===== config.mk =====
export PLATFORM = sky130hd
export DESIGN_NAME = tl45_muldiv_ctrl
export DESIGN_NICKNAME = d
export VERILOG_FILES = /design/src/rtl/tl45_muldiv_ctrl.sv
export SDC_FILE = /design/constraint.sdc
export NUM_CORES = 1
export LEC_CHECK = 0
export ABC_AREA = 1
export BUFFER_PORTS_ARGS = -buffer_cell sky130_fd_sc_hd__buf_2
export CAP_MARGIN = 20
export CORE_UTILIZATION = 66
export DETAILED_ROUTE_END_ITERATION = 12
export PLACE_DENSITY = 0.87
export SYNTH_ARGS = -nofsm -noshare
export SYNTH_HDL_FRONTEND = slang
export SYNTH_SLANG_ARGS = --single-unit

===== constraint.sdc =====
create_clock -name i_clk -period 6.09 [get_ports i_clk]
set_clock_uncertainty 0.1 [all_clocks]
set_input_delay 0.3045 -clock i_clk [delete_from_list [all_inputs] [get_ports i_clk]]
set_output_delay 0.3045 -clock i_clk [all_outputs]
set_load 0.01 [all_outputs]

===== src/rtl/tl45_muldiv_ctrl.sv =====
// tl45_muldiv_ctrl: iterative radix-2 multiply/divide sequencer beside the TL45 ALU.
// Product {hi,lo} and remainder/quotient {r,q} share the same hi/lo registers.
module tl45_muldiv_ctrl #(
    parameter int WIDTH = 32,
    parameter int CNT_W = 6
) (
    input  logic             i_clk,
    input  logic             i_reset,
    input  logic             i_pipe_flush,
    input  logic             i_valid,
    input  logic [1:0]       i_op,
    input  logic [3:0]       i_dr,
    input  logic [WIDTH-1:0] i_a,
    input  logic [WIDTH-1:0] i_b,
    output logic             o_busy,
    output logic             o_valid,
    output logic [3:0]       o_dr,
    output logic [WIDTH-1:0] o_result,
    output logic             o_div_by_zero
);
    localparam logic [1:0] S_IDLE = 2'd0, S_RUN = 2'd1, S_DONE = 2'd2;
    logic [1:0]       state, op;
    logic [3:0]       dr;
    logic [CNT_W-1:0] cnt;
    logic [WIDTH-1:0] hi, lo, b, hi_n, lo_n;
    logic [WIDTH:0]   sum, rw, diff;
    logic             ge, abort;
    // Remainder is kept one bit wider while comparing so divisors with the MSB set stay exact.
    always_comb begin
        sum   = {1'b0, hi} + {1'b0, b & {WIDTH{lo[0]}}};
        rw    = {hi, lo[WIDTH-1]};
        diff  = rw - {1'b0, b};
        ge    = rw >= {1'b0, b};
        hi_n  = op[1] ? (ge ? diff[WIDTH-1:0] : rw[WIDTH-1:0]) : sum[WIDTH:1];
        lo_n  = op[1] ? {lo[WIDTH-2:0], ge} : {sum[0], lo[WIDTH-1:1]};
        abort = i_reset || i_pipe_flush;
    end
    assign o_busy = !abort && (state != S_IDLE || i_valid);
    always_ff @(posedge i_clk) begin
        if (abort) begin
            state         <= S_IDLE;
            op            <= '0;
            dr            <= '0;
            cnt           <= '0;
            hi            <= '0;
            lo            <= '0;
            b             <= '0;
            o_valid       <= 1'b0;
            o_dr          <= '0;
            o_result      <= '0;
            o_div_by_zero <= 1'b0;
        end else begin
            o_valid       <= 1'b0;
            o_dr          <= '0;
            o_result      <= '0;
            o_div_by_zero <= 1'b0;
            if (state == S_IDLE && i_valid) begin
                op  <= i_op;
                dr  <= i_dr;
                b   <= i_b;
                hi  <= '0;
                lo  <= i_a;
                cnt <= '0;
                if (i_op[1] && i_b == '0) begin
                    state         <= S_DONE;
                    o_valid       <= 1'b1;
                    o_dr          <= i_dr;
                    o_result      <= i_op[0] ? i_a : '1;
                    o_div_by_zero <= 1'b1;
                end else begin
                    state <= S_RUN;
                end
            end else if (state == S_RUN) begin
                hi  <= hi_n;
                lo  <= lo_n;
                cnt <= cnt + CNT_W'(1);
                if (cnt == CNT_W'(WIDTH - 1)) begin
                    state    <= S_DONE;
                    o_valid  <= 1'b1;
                    o_dr     <= dr;
                    o_result <= op[0] ? hi_n : lo_n;
                end
            end else begin
                state <= S_IDLE;
            end
        end
    end
endmodule


Yosys cells after proc, flatten, opt, wreduce, memory -nomap -nowiden:

Cells that the tools add are included.

* register bits after elaboration: 148
* bits in latches: 0
* memory bits (writable): 0
* bits in read-only memories: 0
* input bits: 74
* output and inout port bits: 39
* memories: 0

* $add $sub $neg: 3
* multiply operators: 0
* divide/modulo/power cells: 0
* order comparisons: 1
* eq/ne operators: 3
* shifts and indexed selects: 0
* multiplexer cells: 23
* bitwise logic cells: 2
* reductions and logical operators: 12

Operators with widths (count)
* 2-to-1 mux 32 bit: 11
* adder 32 x 32 -> 33 bit: 1
* greater-or-equal comparator 33 x 32 -> 1 bit: 1
* bitwise AND 32 bit: 1
* zero test 32 bit: 1
* subtractor 32 bit: 1
* 2-to-1 mux 4 bit: 4
* 2-to-1 mux 2 bit: 4
* adder 6 x 1 -> 6 bit, second input constant: 1
* == test 6 x 5 -> 1 bit, second input constant: 1
* 2-to-1 mux 1 bit: 4
* nonzero test 2 bit: 2
* OR reduction 2 bit: 2
* logical AND 1 bit: 3
* inequality test 3 x 2 -> 1 bit, second input constant: 1
* == test 2 x 1 -> 1 bit, second input constant: 1
* zero test 2 bit: 1
* logical OR 1 bit: 2
* zero test 1 bit: 1
* inverter 1 bit: 1

Logic depth before layout (Yosys ltp):

* depth after elaboration: 7
* depth in mapped cells: 20

Worst setup path after synthesis:

No wires, ideal clock.

* path type: register to register
* start point: register lo[0]
* end point: register o_result[29]
* setup time: 0.116 ns
* arrival time: 2.605 ns
* data required time: 5.874 ns
* slack: 3.269 ns
* cell stages (with the launch flop): 18
* clock period less this slack: 2.821 ns
* cell sequence: dfxtp_1 > clkbuf_1 > clkbuf_1 > nand2_1 > inv_1 > ha_1 > inv_1 > fa_1 > o21ai_0 > a21oi_1 > o21ai_0 > nand2_1 > nand2_1 > nand2_1 > nand3_1 > nand3_1 > nand2_1 > nand2_1

* longest elaborated chain between the ends: 7

Ends and longest elaborated chain
* start: declaration: RTL line 25 `logic [WIDTH-1:0] hi, lo, b, hi_n, lo_n;`
* start signal: assignment: RTL line 62 `lo <= i_a;`
* start signal: assignment: RTL line 75 `lo <= lo_n;`
* bitwise AND 32 bit: RTL line 30 `sum = {1'b0, hi} + {1'b0, b & {WIDTH{lo[0]}}};`
* adder 32 x 32 -> 33 bit: RTL line 30
* 2-to-1 mux 32 bit: RTL line 34 `hi_n = op[1] ? (ge ? diff[WIDTH-1:0] : rw[WIDTH-1:0]) : sum[WIDTH:1];`
* 2-to-1 mux 32 bit: RTL line 81 `o_result <= op[0] ? hi_n : lo_n;`
* 2-to-1 mux 32 bit: RTL line 77 `if (cnt == CNT_W'(WIDTH - 1)) begin`
* 2-to-1 mux 32 bit: RTL line 73 `end else if (state == S_RUN) begin`
* 2-to-1 mux 32 bit: RTL line 57 `if (state == S_IDLE && i_valid) begin`
* end signal: assignment: RTL line 68 `o_result <= i_op[0] ? i_a : '1;`
* end signal: assignment: RTL line 81
* end: declaration: RTL line 18 `output logic [WIDTH-1:0] o_result,`

No other way between the ends.
A chain may end at the register's enable or synchronous reset.

Final worst setup path:

* start point: register state[1]
* end point: register lo[19]

* longest elaborated chain between the ends: 3

Ends and longest elaborated chain
* start: declaration: RTL line 22 `logic [1:0] state, op;`
* start signal: assignment: RTL line 41 `state <= S_IDLE;`
* start signal: assignment: RTL line 65 `state <= S_DONE;`
* start signal: assignment: RTL line 71 `state <= S_RUN;`
* zero test 2 bit: RTL line 57
* logical AND 1 bit: RTL line 57
* 2-to-1 mux 32 bit / nonzero test 2 bit (equally long branches)

Parallel ways exist; a longest one is shown, timed or not.

==> load_flow_metrics.sql <==
INSERT INTO impl_metrics (metric_group, metric, value, unit) VALUES
('timing', 'timing.setup.tns', '0', 'ns'),
('cells_and_area', 'final_core_util', '76.20', '%'),
('timing', 'timing.final.hold_violations', '2', ''),
('global_route', 'number_of_antenna_violations_at_the_first_check_in_global_routing', '0', ''),
('cells_and_area', 'layout_fillers', '1399', ''),
('placed_design', 'detailedPlacementHpwl', '31.23', 'mm'),
('job', 'max_cap_violation_count', '0', ''),
('yosys', 'count_of_unique_library_cells_instantiated_by_yosys', '43', ''),
('timing', 'slew_worst_pin', '1.025', 'ns'),
('cells_and_area', 'final_cell_area', '13320', 'µm²'),
('floorplan', 'die_h', '136.6', 'µm'),
('clock_tree', 'clockBufferDepth', '2', ''),
('cells_and_area', 'area_growth', '11.30', '%'),
('clock_tree', 'clock-root-buffer', 'sky130_fd_sc_hd__clkbuf_16', ''),
('cells_and_area', 'fraction_of_layout_instances_using_a_drive_strength_above_1', '10.04', '%'),
('clock_tree', 'post_cts.repair.setup_buffers', '0', ''),
('drt', 'drc_errors', '0', ''),
('cells_and_area', 'multi_input_area', '7420', 'µm²'),
('setup_path', 'worstPathRequired', '6.37', 'ns'),
('timing', 'grt_setup_unrepaired', 'false', ''),
('yosys', 'ys_async_sr_fraction', '0', '%'),
('global_route', 'globalRouteOverflowTotal', '0', ''),
('drt', 'routed-via-count', '14340', ''),
('global_route', 'use_met2', '70.59', '%'),
('drt', 'drtPass1Iterations', '6', ''),
('floorplan', 'floorplan.core_area', '17480', 'µm²'),
('global_route', 'globalRoute.busiestLayer', 'met2', ''),
('yosys', 'synth_seq_area_share', '24.76', '%'),
('placed_design', 'dp_worst_setup_slack', '2.620', 'ns'),
('yosys', 'synth_enable_flop_cells', '0', ''),
('floorplan', 'io_pins', '113', ''),
('placed_design', 'post_dp_cell_area', '12600', 'µm²'),
('yosys', 'synth-seq-cells', '148', ''),
('timing', 'layout_setup_ws', '2.315', 'ns'),
('power_and_ir_drop', 'leakage', '0.006938', 'µW'),
('setup_path', 'cp-start-kind', 'register', ''),
('outcome', 'status', 'finished with violations', ''),
('cells_and_area', 'final-seq-area', '2967', 'µm²'),
('setup_path', 'critical_setup_path_class', 'register to register', ''),
('drt', 'post_drt_wl_per_cell', '18.77', 'µm'),
('drt', 'route.detailed.vias_per_inst', '6.163', ''),
('placed_design', 'place_congestion', '1.038', ''),
('clock_tree', 'inserted_clock_buffers', '17', ''),
('clock_tree', 'clock_sinks', '148', ''),
('setup_path', 'worst-path-max-fanout', '25', ''),
('timing', 'setup_viol', '0', ''),
('power_and_ir_drop', 'worst_ir_drop_on_vdd', '269.0', 'µV'),
('setup_path', 'timing.critical_path.arrival', '4.06', 'ns'),
('timing', 'fin_crit_sh', '61.99', '%'),
('clock_tree', 'ctsHtreeMaxLevel', '4', ''),
('yosys', 'ys_dominant_reg_cell', 'sky130_fd_sc_hd__dfxtp_1', ''),
('cells_and_area', 'final_net_count', '2229', ''),
('clock_tree', 'path_clk_slew', '0.07', 'ns'),
('placed_design', 'io_buffer_count', '112', ''),
('timing', 'relSlewSlack', '31.59', '%'),
('hold_path', 'hold_path_class', 'input pin to register', ''),
('yosys', 'yosysWarnings', '0', ''),
('global_route', 'grt_util_all_layers', '46.78', '%'),
('timing', 'timing_max_transition_violations_final', '0', ''),
('clock_tree', 'clock_insertion_delay_worst_skew', '0.44', 'ns'),
('yosys', 'synth_fp_nets', '2146', ''),
('yosys', 'syn_area', '11970', 'µm²'),
('floorplan', 'floorplan.die.width', '136.6', 'µm'),
('outcome', 'failed_checks', 'hold timing', ''),
('global_route', 'first_global_vias', '12860', ''),
('drt', 'routed_wl', '43.67', 'mm'),
('global_route', 'grt_max_degree', '59', ''),
('drt', 'antenna_violating_nets_post_route', '0', ''),
('global_route', 'grt_util_met1', '58.73', '%'),
('floorplan', 'initial_core_util', '68.46', '%'),
('yosys', 'synthesized_instance_count', '2005', ''),
('power_and_ir_drop', 'totalPowerFinal', '2727', 'µW'),
('timing', 'fmax', '0.2649', 'GHz'),
('setup_path', 'endpoint_kind', 'register', ''),
('global_route', 'grt.met3_usage', '13.07', '%'),
('clock_tree', 'tritoncts', 'built', ''),
('floorplan', 'floorplan.rows', '48', ''),
('yosys', 'syn_avg_cell_area', '5.968', 'µm²'),
('timing', 'period_needed', '3.775', 'ns'),
('timing', 'hold_slack', '-0.004193', 'ns'),
('global_route', 'first_pass_grt_wire_length', '66.53', 'mm'),
('floorplan', 'floorplan.die_area', '18670', 'µm²'),
('power_and_ir_drop', 'p_per_area', '204.8', 'nW/µm²'),
('drt', 'initialDrtViolationCount', '2109', '');
worst paths after layout:
check,to,start,slack [ns],cells past startpoint
hold / removal,o_result[16],i_a[16],-0.004,3
hold reg to reg,dr[1],dr[1],0.38,2
setup reg to reg,lo[19],state[1],2.31,8
setup / recovery,lo[19],state[1],2.31,8
registers in the layout, summed over array words and instances, names as in the netlist:
name           cells
b                 32
cnt                6
dr                 4
hi                32
lo                32
o_div_by_zero      1
o_dr               4
o_result          32
o_valid            1
op                 2
state              2
Yosys cell counts (16+ instances only):
library cell               instances  area (µm²)
sky130_fd_sc_hd__a21oi_1         100       500.5
sky130_fd_sc_hd__buf_2            16       80.08
sky130_fd_sc_hd__clkbuf_1         49       183.9
sky130_fd_sc_hd__dfxtp_1         148        2963
sky130_fd_sc_hd__ha_1             65       813.3
sky130_fd_sc_hd__inv_1           333        1250
sky130_fd_sc_hd__nand2_1         590        2215
sky130_fd_sc_hd__nand3_1         125       625.6
sky130_fd_sc_hd__nand3_2          30       300.3
sky130_fd_sc_hd__nand4_1          65       406.6
sky130_fd_sc_hd__nor2_1          170       638.1
sky130_fd_sc_hd__nor3_1           23       115.1
sky130_fd_sc_hd__o21ai_0         144       720.7
sky130_fd_sc_hd__o22ai_1          21       131.4
sky130_fd_sc_hd__xor2_1           16       140.1
worst max-delay path, cell delays in order (launching register included):
cell,delay (ns)
sky130_fd_sc_hd__dfxtp_1,0.35
sky130_fd_sc_hd__nor2_1,0.22
sky130_fd_sc_hd__nand2_1,0.15
sky130_fd_sc_hd__clkinv_1,0.71
sky130_fd_sc_hd__nor2_2,1.02
sky130_fd_sc_hd__inv_1,0.60
sky130_fd_sc_hd__o221ai_1,0.36
sky130_fd_sc_hd__nand2_1,0.10
sky130_fd_sc_hd__inv_1,0.07
layout make-up:
class / count / area share, %
Multi-Input combinational cell: 1446 / 55.71
Timing Repair Buffer: 138 / 6.126
Clock buffer: 19 / 3.401
Antenna cell: 1 / 0.01879
Tap cell: 225 / 2.114
Clock inverter: 13 / 0.8549
Inverter: 337 / 9.498
Sequential cell: 148 / 22.28
cell usage in the layout (no fill, tap or decap), drive strengths merged, types with 6 or more instances in the layout:
| cell | Yosys | final |
|---|---|---|
| nand2 | 597 | 597 |
| inv | 336 | 342 |
| nor2 | 172 | 172 |
| nand3 | 155 | 155 |
| dfxtp | 148 | 148 |
| o21ai | 145 | 145 |
| buf | 25 | 125 |
| a21oi | 102 | 102 |
| nand4 | 65 | 65 |
| ha | 65 | 65 |
| nor3 | 24 | 24 |
| o22ai | 21 | 21 |
| clkbuf | 49 | 19 |
| xor2 | 16 | 16 |
| o221ai | 13 | 13 |
| dlygate4sd3 | 0 | 13 |
| mux2i | 11 | 11 |
| a32o | 10 | 10 |
| nand3b | 9 | 9 |
| nor4 | 7 | 7 |
| a31oi | 6 | 6 |
| o21bai | 6 | 6 |
metal layers:
layer	up-vias	share of wire, %
met4	0	6.9
li1	6647	-
met3	231	12
met5	-	0
met2	1006	42
met1	6458	39
logic make-up after synthesis:
family / synth area share (%)
and+or+nand+nor: 38.08
DFF: 24.76
muxes: 0.9203
adders and majority gates: 7.132
xor gates and xnor gates: 1.244
buffers and inverters: 13.31
AOI/OAI and AO/OA: 14.55
stage by stage:
stage	instances	hold WS (ns)
3_3_place_gp	2279	0.3620
3_5_place_dp	2280	0.3701
2_1_floorplan	2005	0.3172
5_1_grt	2326	0.006131
4_1_cts	2325	0.0004836
6_report	2327	-0.004193
report_power, final:
part           switching [µW]  internal, µW  total [µW]  leakage (µW)
clock network             483           555        1040      0.000267
registers                21.4           988        1010       0.00120
logic                     490           190         680       0.00547
repair_timing:
| item | in CTS | in global routing |
|---|---|---|
| hold buffers | 13 | 0 |
| gates resized for setup | 0 | 0 |
| endpoints found under the hold margin | 13 | 0 |
Power figures use the tool's default switching activity.
